### src/rtl/region_pkg.sv
// Shared definitions for the glove region detector and the overlay stage.
//   NUM_REGIONS / CNT_W : band count and per-band pixel counter width
//   REG_*               : band index for each colour flag
//   state_t             : detector frame FSM states
//   sat_inc             : saturating increment for the band counters
package region_pkg;

  localparam int unsigned NUM_REGIONS = 4;
  localparam int unsigned CNT_W       = 17;

  localparam int unsigned REG_RED    = 0;
  localparam int unsigned REG_GREEN  = 1;
  localparam int unsigned REG_BLUE   = 2;
  localparam int unsigned REG_YELLOW = 3;

  typedef enum logic [1:0] {
    ST_IDLE   = 2'd0,
    ST_ACCUM  = 2'd1,
    ST_EVAL   = 2'd2,
    ST_UPDATE = 2'd3
  } state_t;

  function automatic logic [CNT_W-1:0] sat_inc(input logic [CNT_W-1:0] c);
    return (c == '1) ? c : c + CNT_W'(1);
  endfunction

endpackage

### src/rtl/region_hyst.sv
// Per-band hysteresis: saturating persistence counter plus flag register.
//   clk, reset : pixel clock, synchronous active-high reset
//   step       : one-cycle strobe, apply this frame's result
//   hit        : band count reached threshold this frame
//   en         : detection enable; when low, the step clears counter and flag
//   flag       : band occupied (registered)
module region_hyst #(
  parameter int unsigned PERSIST = 3
) (
  input  logic clk,
  input  logic reset,
  input  logic step,
  input  logic hit,
  input  logic en,
  output logic flag
);

  localparam int unsigned PW = $clog2(PERSIST + 1);
  localparam logic [PW-1:0] P_MAX = PW'(PERSIST);

  logic [PW-1:0] p;
  logic [PW-1:0] p_next;

  always_comb begin
    p_next = p;
    if (!en)
      p_next = '0;
    else if (hit)
      p_next = (p == P_MAX) ? p : p + PW'(1);
    else
      p_next = (p == '0) ? p : p - PW'(1);
  end

  // The flag is decided from p_next so it lands in the same edge as the
  // counter update; this keeps flags visible two cycles after frame_start.
  always_ff @(posedge clk) begin
    if (reset) begin
      p    <= '0;
      flag <= 1'b0;
    end else if (step) begin
      p <= p_next;
      if (p_next == P_MAX)
        flag <= 1'b1;
      else if (p_next == '0)
        flag <= 1'b0;
    end
  end

endmodule

### src/rtl/glove_region_detector.sv
// Glove region detector: classifies active pixels by a Cb/Cr window, counts
// glove pixels in four vertical bands per frame, thresholds the counts and
// applies multi-frame hysteresis to drive the region flags for the overlay.
//   clk, reset          : pixel clock, synchronous active-high reset
//   en_regions          : detection enable
//   frame_start         : one-cycle pulse at start of each frame
//   pix_valid           : qualifies x_pos, y_pos, Cb_in, Cr_in
//   x_pos, y_pos        : pixel coordinates
//   Cb_in, Cr_in        : chroma samples
//   red/green/blue/yellow_flag : bands 0..3 occupied
//   flags_valid         : one-cycle pulse when the flags are updated
module glove_region_detector
  import region_pkg::*;
#(
  parameter int unsigned H_ACTIVE     = 640,
  parameter int unsigned V_ACTIVE     = 480,
  parameter int unsigned REGION_W     = 160,
  parameter logic [7:0]  CB_MIN       = 8'd77,
  parameter logic [7:0]  CB_MAX       = 8'd127,
  parameter logic [7:0]  CR_MIN       = 8'd133,
  parameter logic [7:0]  CR_MAX       = 8'd173,
  parameter int unsigned COUNT_THRESH = 2000,
  parameter int unsigned PERSIST      = 3
) (
  input  logic       clk,
  input  logic       reset,
  input  logic       en_regions,
  input  logic       frame_start,
  input  logic       pix_valid,
  input  logic [9:0] x_pos,
  input  logic [9:0] y_pos,
  input  logic [7:0] Cb_in,
  input  logic [7:0] Cr_in,
  output logic       red_flag,
  output logic       green_flag,
  output logic       blue_flag,
  output logic       yellow_flag,
  output logic       flags_valid
);

  state_t state;

  logic [CNT_W-1:0]       cnt [NUM_REGIONS];
  logic [NUM_REGIONS-1:0] hit;
  logic [NUM_REGIONS-1:0] flag;

  logic [10:0] x_ext;
  logic [10:0] y_ext;
  logic        in_range;
  logic        in_window;
  logic        glove;
  logic [1:0]  band;

  always_comb begin
    x_ext     = {1'b0, x_pos};
    y_ext     = {1'b0, y_pos};
    in_range  = (x_ext < 11'(H_ACTIVE)) && (y_ext < 11'(V_ACTIVE));
    in_window = (Cb_in >= CB_MIN) && (Cb_in <= CB_MAX) &&
                (Cr_in >= CR_MIN) && (Cr_in <= CR_MAX);
    glove     = pix_valid && en_regions && in_range && in_window;

    if (x_ext < 11'(REGION_W))
      band = 2'd0;
    else if (x_ext < 11'(2 * REGION_W))
      band = 2'd1;
    else if (x_ext < 11'(3 * REGION_W))
      band = 2'd2;
    else
      band = 2'd3;
  end

  always_comb begin
    hit = '0;
    for (int unsigned k = 0; k < NUM_REGIONS; k++)
      hit[k] = (cnt[k] >= CNT_W'(COUNT_THRESH));
  end

  always_ff @(posedge clk) begin
    if (reset) begin
      state       <= ST_IDLE;
      flags_valid <= 1'b0;
      for (int unsigned k = 0; k < NUM_REGIONS; k++)
        cnt[k] <= '0;
    end else begin
      flags_valid <= 1'b0;
      case (state)
        ST_IDLE: begin
          if (frame_start)
            state <= ST_ACCUM;
        end
        ST_ACCUM: begin
          if (glove)
            cnt[band] <= sat_inc(cnt[band]);
          if (frame_start)
            state <= ST_EVAL;
        end
        // flags_valid is raised here so it coincides with the flag update
        // made by the hysteresis registers on the same edge.
        ST_EVAL: begin
          flags_valid <= 1'b1;
          state       <= ST_UPDATE;
        end
        ST_UPDATE: begin
          for (int unsigned k = 0; k < NUM_REGIONS; k++)
            cnt[k] <= '0;
          state <= ST_ACCUM;
        end
        default: state <= ST_IDLE;
      endcase
    end
  end

  for (genvar g = 0; g < NUM_REGIONS; g++) begin : g_hyst
    region_hyst #(
      .PERSIST(PERSIST)
    ) u_hyst (
      .clk  (clk),
      .reset(reset),
      .step (state == ST_EVAL),
      .hit  (hit[g]),
      .en   (en_regions),
      .flag (flag[g])
    );
  end

  assign red_flag    = flag[REG_RED];
  assign green_flag  = flag[REG_GREEN];
  assign blue_flag   = flag[REG_BLUE];
  assign yellow_flag = flag[REG_YELLOW];

endmodule

### config.mk
export PLATFORM = sky130hd
export DESIGN_NAME = glove_region_detector
export DESIGN_NICKNAME = d
export VERILOG_FILES = /design/src/rtl/region_pkg.sv /design/src/rtl/region_hyst.sv /design/src/rtl/glove_region_detector.sv
export SDC_FILE = /design/constraint.sdc
export NUM_CORES = 1
export LEC_CHECK = 0
export BUFFER_PORTS_ARGS = -buffer_cell sky130_fd_sc_hd__clkbuf_2
export CELL_PAD_IN_SITES_DETAIL_PLACEMENT = 1
export CELL_PAD_IN_SITES_GLOBAL_PLACEMENT = 1
export CORE_UTILIZATION = 24
export CTS_CLUSTER_SIZE = 30
export DETAILED_ROUTE_END_ITERATION = 8
export PLACE_DENSITY = 0.58
export SETUP_SLACK_MARGIN = 0.4
export SLEW_MARGIN = 20
export SYNTH_ARGS = -nofsm -noshare
export SYNTH_HDL_FRONTEND = slang
export SYNTH_SLANG_ARGS = --single-unit
### constraint.sdc
create_clock -name clk -period 3.28 [get_ports clk]
set_input_delay 0.164 -clock clk [delete_from_list [all_inputs] [get_ports clk]]
set_output_delay 0.164 -clock clk [all_outputs]
set_load 0.01 [all_outputs]
After elaboration in Yosys (flattened, before gate mapping)
Memory sizes are Yosys's and may differ from the RTL's.
Cells that the tools add are included.
- bits in registers: 15
- memory bits (writable): 68
- output and inout bits: 5
- logic and storage cells: 125
- memories kept: 1
- memories (memory ; words ; bits a word ; read ports ; clocked after Yosys merged registers in ; write ports ; RTL line ; source):
    cnt ; 4 ; 17 ; 5 ; 0 ; 4 ; glove_region_detector.sv:43 ; logic [CNT_W-1:0] cnt [NUM_REGIONS];
- add/subtract/negate cells: 9
- order comparisons: 13
- eq/ne operators: 14
- muxes and demuxes: 48
- bitwise gates (word level): 4
- reductions and logical operators: 26
- operators with widths (kind ; count):
    17-bit two-way mux ; 6
    17-bit by 11-bit >= comparator with 1-bit output (second input constant) ; 4
    2-bit two-way mux ; 21
    10-bit by 9-bit < comparator with 1-bit output (second input constant) ; 3
    2-bit equality test (second input constant) ; 10
    1-bit two-way mux ; 20
    2-bit logical NOT ; 9
    17-bit by 1-bit adder with 17-bit output (second input constant) ; 1
    17-bit equality test (second input constant) ; 1
    17-bit OR reduction ; 1
    10-bit < comparator (second input constant) ; 1
    10-bit by 8-bit < comparator with 1-bit output (second input constant) ; 1
    2-bit AND reduction ; 5
    2-bit by 1-bit adder with 2-bit output (second input constant) ; 4
    8-bit by 7-bit >= comparator with 1-bit output (second input constant) ; 1
    8-bit >= comparator (second input constant) ; 1
    8-bit by 7-bit <= comparator with 1-bit output (second input constant) ; 1
    8-bit <= comparator (second input constant) ; 1
    2-bit one-hot mux with 4 select lines ; 1
    2-bit nonzero test ; 4
    2-bit by 1-bit subtractor with 2-bit output (second input constant) ; 4
    1-bit logical AND ; 7
    2-bit != test (second input constant) ; 2
    1-bit OR ; 4
    2-bit by 1-bit equality test with 1-bit output (second input constant) ; 1

Depth between registers and ports, before layout
- word-level depth: 11
- depth in mapped cells: 12
- gate-level depth less buffers: 10

By module
From an unflattened synthesis, not the netlist that was laid out.
- cell total of the unflattened synthesis: 434
- area total of the unflattened synthesis: 4571.9 µm²
- modules (own cells, without submodules) (module ; instances ; cells each ; area an instance (µm²) ; sequential area each (µm²)):
    glove_region_detector ; 1 ; 346 ; 3826.2 ; 2102.0
    region_hyst ; 4 ; 22 ; 186.4 ; 60.1

Worst setup path before layout
No wires, ideal clock.
- kind: flip-flop to flip-flop
- start point: register state[1]
- end point: memory cnt[0][0] (enable)
- setup time: 0.374 ns
- data arrival time: 2.480 ns
- required time: 2.906 ns
- setup slack: 0.427 ns
- cell stages (with the launch flop): 9
- buffers on the path: 1
- cell sequence: dfxtp_1 -> inv_1 -> ha_1 -> nor4bb_1 -> nand4_1 -> a2111oi_0 -> nand2_1 -> clkbuf_1 -> nand2_1
- RTL lines (element ; RTL line ; source):
    start, declared ; glove_region_detector.sv:41 ; state_t state;
    start signal, assigned ; glove_region_detector.sv:80 ; state <= ST_IDLE;
    start signal, assigned ; glove_region_detector.sv:89 ; state <= ST_ACCUM;
    start signal, assigned ; glove_region_detector.sv:95 ; state <= ST_EVAL;
    end, declared ; glove_region_detector.sv:43 ;

==> metrics.md <==
| Metric | Value |
|---|---|
| Cell variety after synth | 63 |
| Row count | 49 |
| Syn Inst Count | 424 |
| Post-Synth XOR/XNOR Area | 0.195% |
| Clock sink count | 83 |
| Placer Congestion | 0.790 |
| Post-synth ARST share | 0% |
| Status | finished with violations |
| Final WS setup | 0.643 ns |
| Leak pwr | 1.88 nW |
| Gr ovfl total | 0 |
| Initial Util | 24.7% |
| Critical-path cell list | clkbuf_2 > o21ai_2 > nand2_1 > o22ai_1 > nor3_2 > ha_1 > nand3_1 > or4b_1 > a21boi_1 > nor3_1 |
| CP startpoint | x_pos[7] |
| Die Y | 139 um |
| CTS tree | built |
| NumNets Final | 534 |
| Final HPWL DP | 9.52 mm |
| Critical path class | in -> reg |
| Min-delay src | frame_start |
| Multiplexer share of the synthesized area | 3.15% |
| DRT iter0 DRCs | 189 |
| Clk_lat worst skew | 0.35 ns |
| Crit path required time | 3.37 ns |
| Met2 usage | 25.9% |
| Worst-path clk slew | 0.06 ns |
| Layout cell share with drive strength beyond 1 | 22.9% |
| Clock skew | 0.00776 ns |
| Die area | 19200 sq um |
| Largest net degree at the start of global routing | 18 |
| Startpoint Class | primary input |
| Crit. End Element | register |
| Crit share post-route | 80.4% |
| Global routing usage on met1 | 17.3% |
| Cts bufs inserted | 9 |
| Fmax | 379 MHz |
| EDFF count, synth | 68 |
| Synthesized area | 4480 sq um |
| Post-Synth Adder-Cell Area | 4.30% |
| CP max-delay cell | or4b_1 |
| CP Max Fanout | 8 |
| First-pass GRT wire length | 21.2 mm |
| #FFs+latches synth | 83 |
| Worst-margin pin slew | 0.660 ns |
| Placed Instances | 702 |
| Final cell utilization of the core | 29.8% |
| Root buf cell | clkbuf_16 |
| Tmin final | 2.64 ns |
| Fillcell total | 2052 |
| Post-CTS Setup Repair Bufs | 0 |
| Area Growth Syn to Fin | 20.5% |
| Failing checks | design-rule violations |
| Hold slack | 0.133 ns |
| Syn avg cell area | 10.6 sq um |
| Slew Viols, Final | 0 |
| GRT Total Usage | 14.4% |
| Final setup violating endpoints | 0 |
| Grt peak-use layer | met2 |
| Reg2reg start | cnt[2][12]$_SDFFCE_PN0P_ |
| CP Data Arrival Time | 2.72 ns |
| Number of iterations in the first detailed-routing pass | 7 |
| Most used DFF post-synth | edfxtp_1 |
| IO Count | 46 |
| Post-route antenna net violation count | 0 |
| Unrepaired setup endpoints after global routing | no |
| Hold Crit Class | in -> reg |
| Syn nets | 474 |
| ANT cells | 0 |
| Critical Path Max Stage Delay | 0.56 ns |
| Vias in the first global route | 3893 |
| Die X-Extent | 139 um |
| PortBufs | 35 |
| Ys Warns | 0 |
| Clock tree buffer depth | 2 |
| Final hold vios | 0 |
| Register area share after synthesis | 52.2% |
| Residual DRC | 9 |
| Core footprint | 18100 sq um |
| Compound-Gate Fraction of Synth Area | 12.7% |
| H-Tree Depth | 3 |
| Main combinational cell family by area after synthesis | simple AND/OR/NAND/NOR gates |
| GRT met3 Usage | 3.11% |
| Initial antenna violation count | 0 |
| Post-Route Setup TNS | 0 ns |
| Via count | 3647 |
| Routed vias/inst | 5.08 |
| Post-Synth Simple-Gate Area | 24.0% |
| Post-Place Worst Slack | 0.154 ns |
| Rel. slew slack | 56.0% |
| Worst vdd ir | 200 uV |
| Max Cap Violations | 0 |
| Detailed Route WL | 13.2 mm |
| Wire length per cell | 18.4 um |
| Cell Pwr Density | 492 nW/um^2 |
| Final cell count without fillers | 718 |
## critical path: cells and delay by family
| family | cells | cell delay, ns |
|---|---|---|
| AO/OA/AOI/OAI | 3 | 0.61 |
| adder cells (fa/ha/maj) | 1 | 0.28 |
| buffers and inverters | 1 | 0.18 |
| AND/OR/NAND/NOR | 5 | 1.49 |
## cell type report
cell class | instances | area [sq um] | area share (%)
repair buffers | 66 | 408 | 7.55
inverters | 15 | 56.3 | 1.04
well taps | 229 | 287 | 5.30
multi-input cells | 309 | 2000 | 37.1
flip-flops and latches | 83 | 2340 | 43.3
clock inverters | 3 | 16.3 | 0.301
clock buffers | 13 | 293 | 5.42
## synthesized netlist by cell type (11+ instances only)
cell type	n	area [sq um]
nor2_1	53	199
a21oi_1	33	165
nand2_1	19	71.3
dfxtp_1	15	300
nor2b_1	13	81.3
nor3_1	33	165
edfxtp_1	68	2040
nand3_1	11	55.1
mux2i_1	13	130
inv_1	14	52.6
nand4_1	14	87.6
## cells by family after synthesis
group | Yosys count
flops | 83
mux | 14
buf+inv | 32
xor+xnor | 1
simple gates | 190
compound gates | 87
fa+ha+maj | 17
## sequential cells by signal (all words and copies together) (netlist names)
register,cells
state,2
g_hyst.u_hyst.flag,4
g_hyst.u_hyst.p,8
flags_valid,1
cnt,68
## cells in the final DEF (no fill, tap or decap), types with 4 or more instances in the layout
cell	n
a21oi_1	33
a22oi_1	5
and3_1	6
buf_4	31
clkbuf_16	11
clkbuf_2	35
dfxtp_1	15
edfxtp_1	68
ha_1	9
inv_1	14
maj3_1	8
mux2i_1	13
nand2_1	19
nand3_1	11
nand4_1	14
nor2_1	53
nor2b_1	13
nor3_1	33
nor4_2	7
o21ai_0	10
o22ai_1	10
or3_1	4
or4_1	4
## metrics by stage
step / total power [mW] / area [sq um]
after detailed placement: 1.63 / 5080
after CTS: 2.68 / 5390
after floorplan: 1.48 / 4480
final: 2.66 / 5410
after global routing: 2.76 / 5410
after global placement: 1.61 / 5080
## timing repair
action / CTS / global route
hold endpoints to repair: 0 / 0
resized for setup: 0 / 3
endpoints found under the setup margin: 0 / 16
hold buffers: 0 / 0
## where the power goes
group          leakage, nW  switching, mW  internal, mW
clock                0.156          0.431         0.625
combinational        0.900          0.232         0.137
sequential           0.827         0.0330          1.20
## metal layers
metal | vias up | wire length (um)
li1 | 1746 | -
met1 | 1807 | 5880
met2 | 82 | 6590
met3 | 12 | 548
met4 | 0 | 190
met5 | - | 0
## worst paths after layout
kind / endpoint / slack (ns) / cells after the start
setup reg to reg: g_hyst[2].u_hyst.flag$_SDFFE_PP0P_ / 0.72 / 8
hold / removal: state[0]$_SDFFE_PP0P_ / 0.13 / 4
setup / recovery: cnt[3][13]$_SDFFCE_PN0P_ / 0.64 / 10
hold reg to reg: g_hyst[2].u_hyst.flag$_SDFFE_PP0P_ / 0.51 / 2
Note: power is estimated with default switching activity, not from simulation.
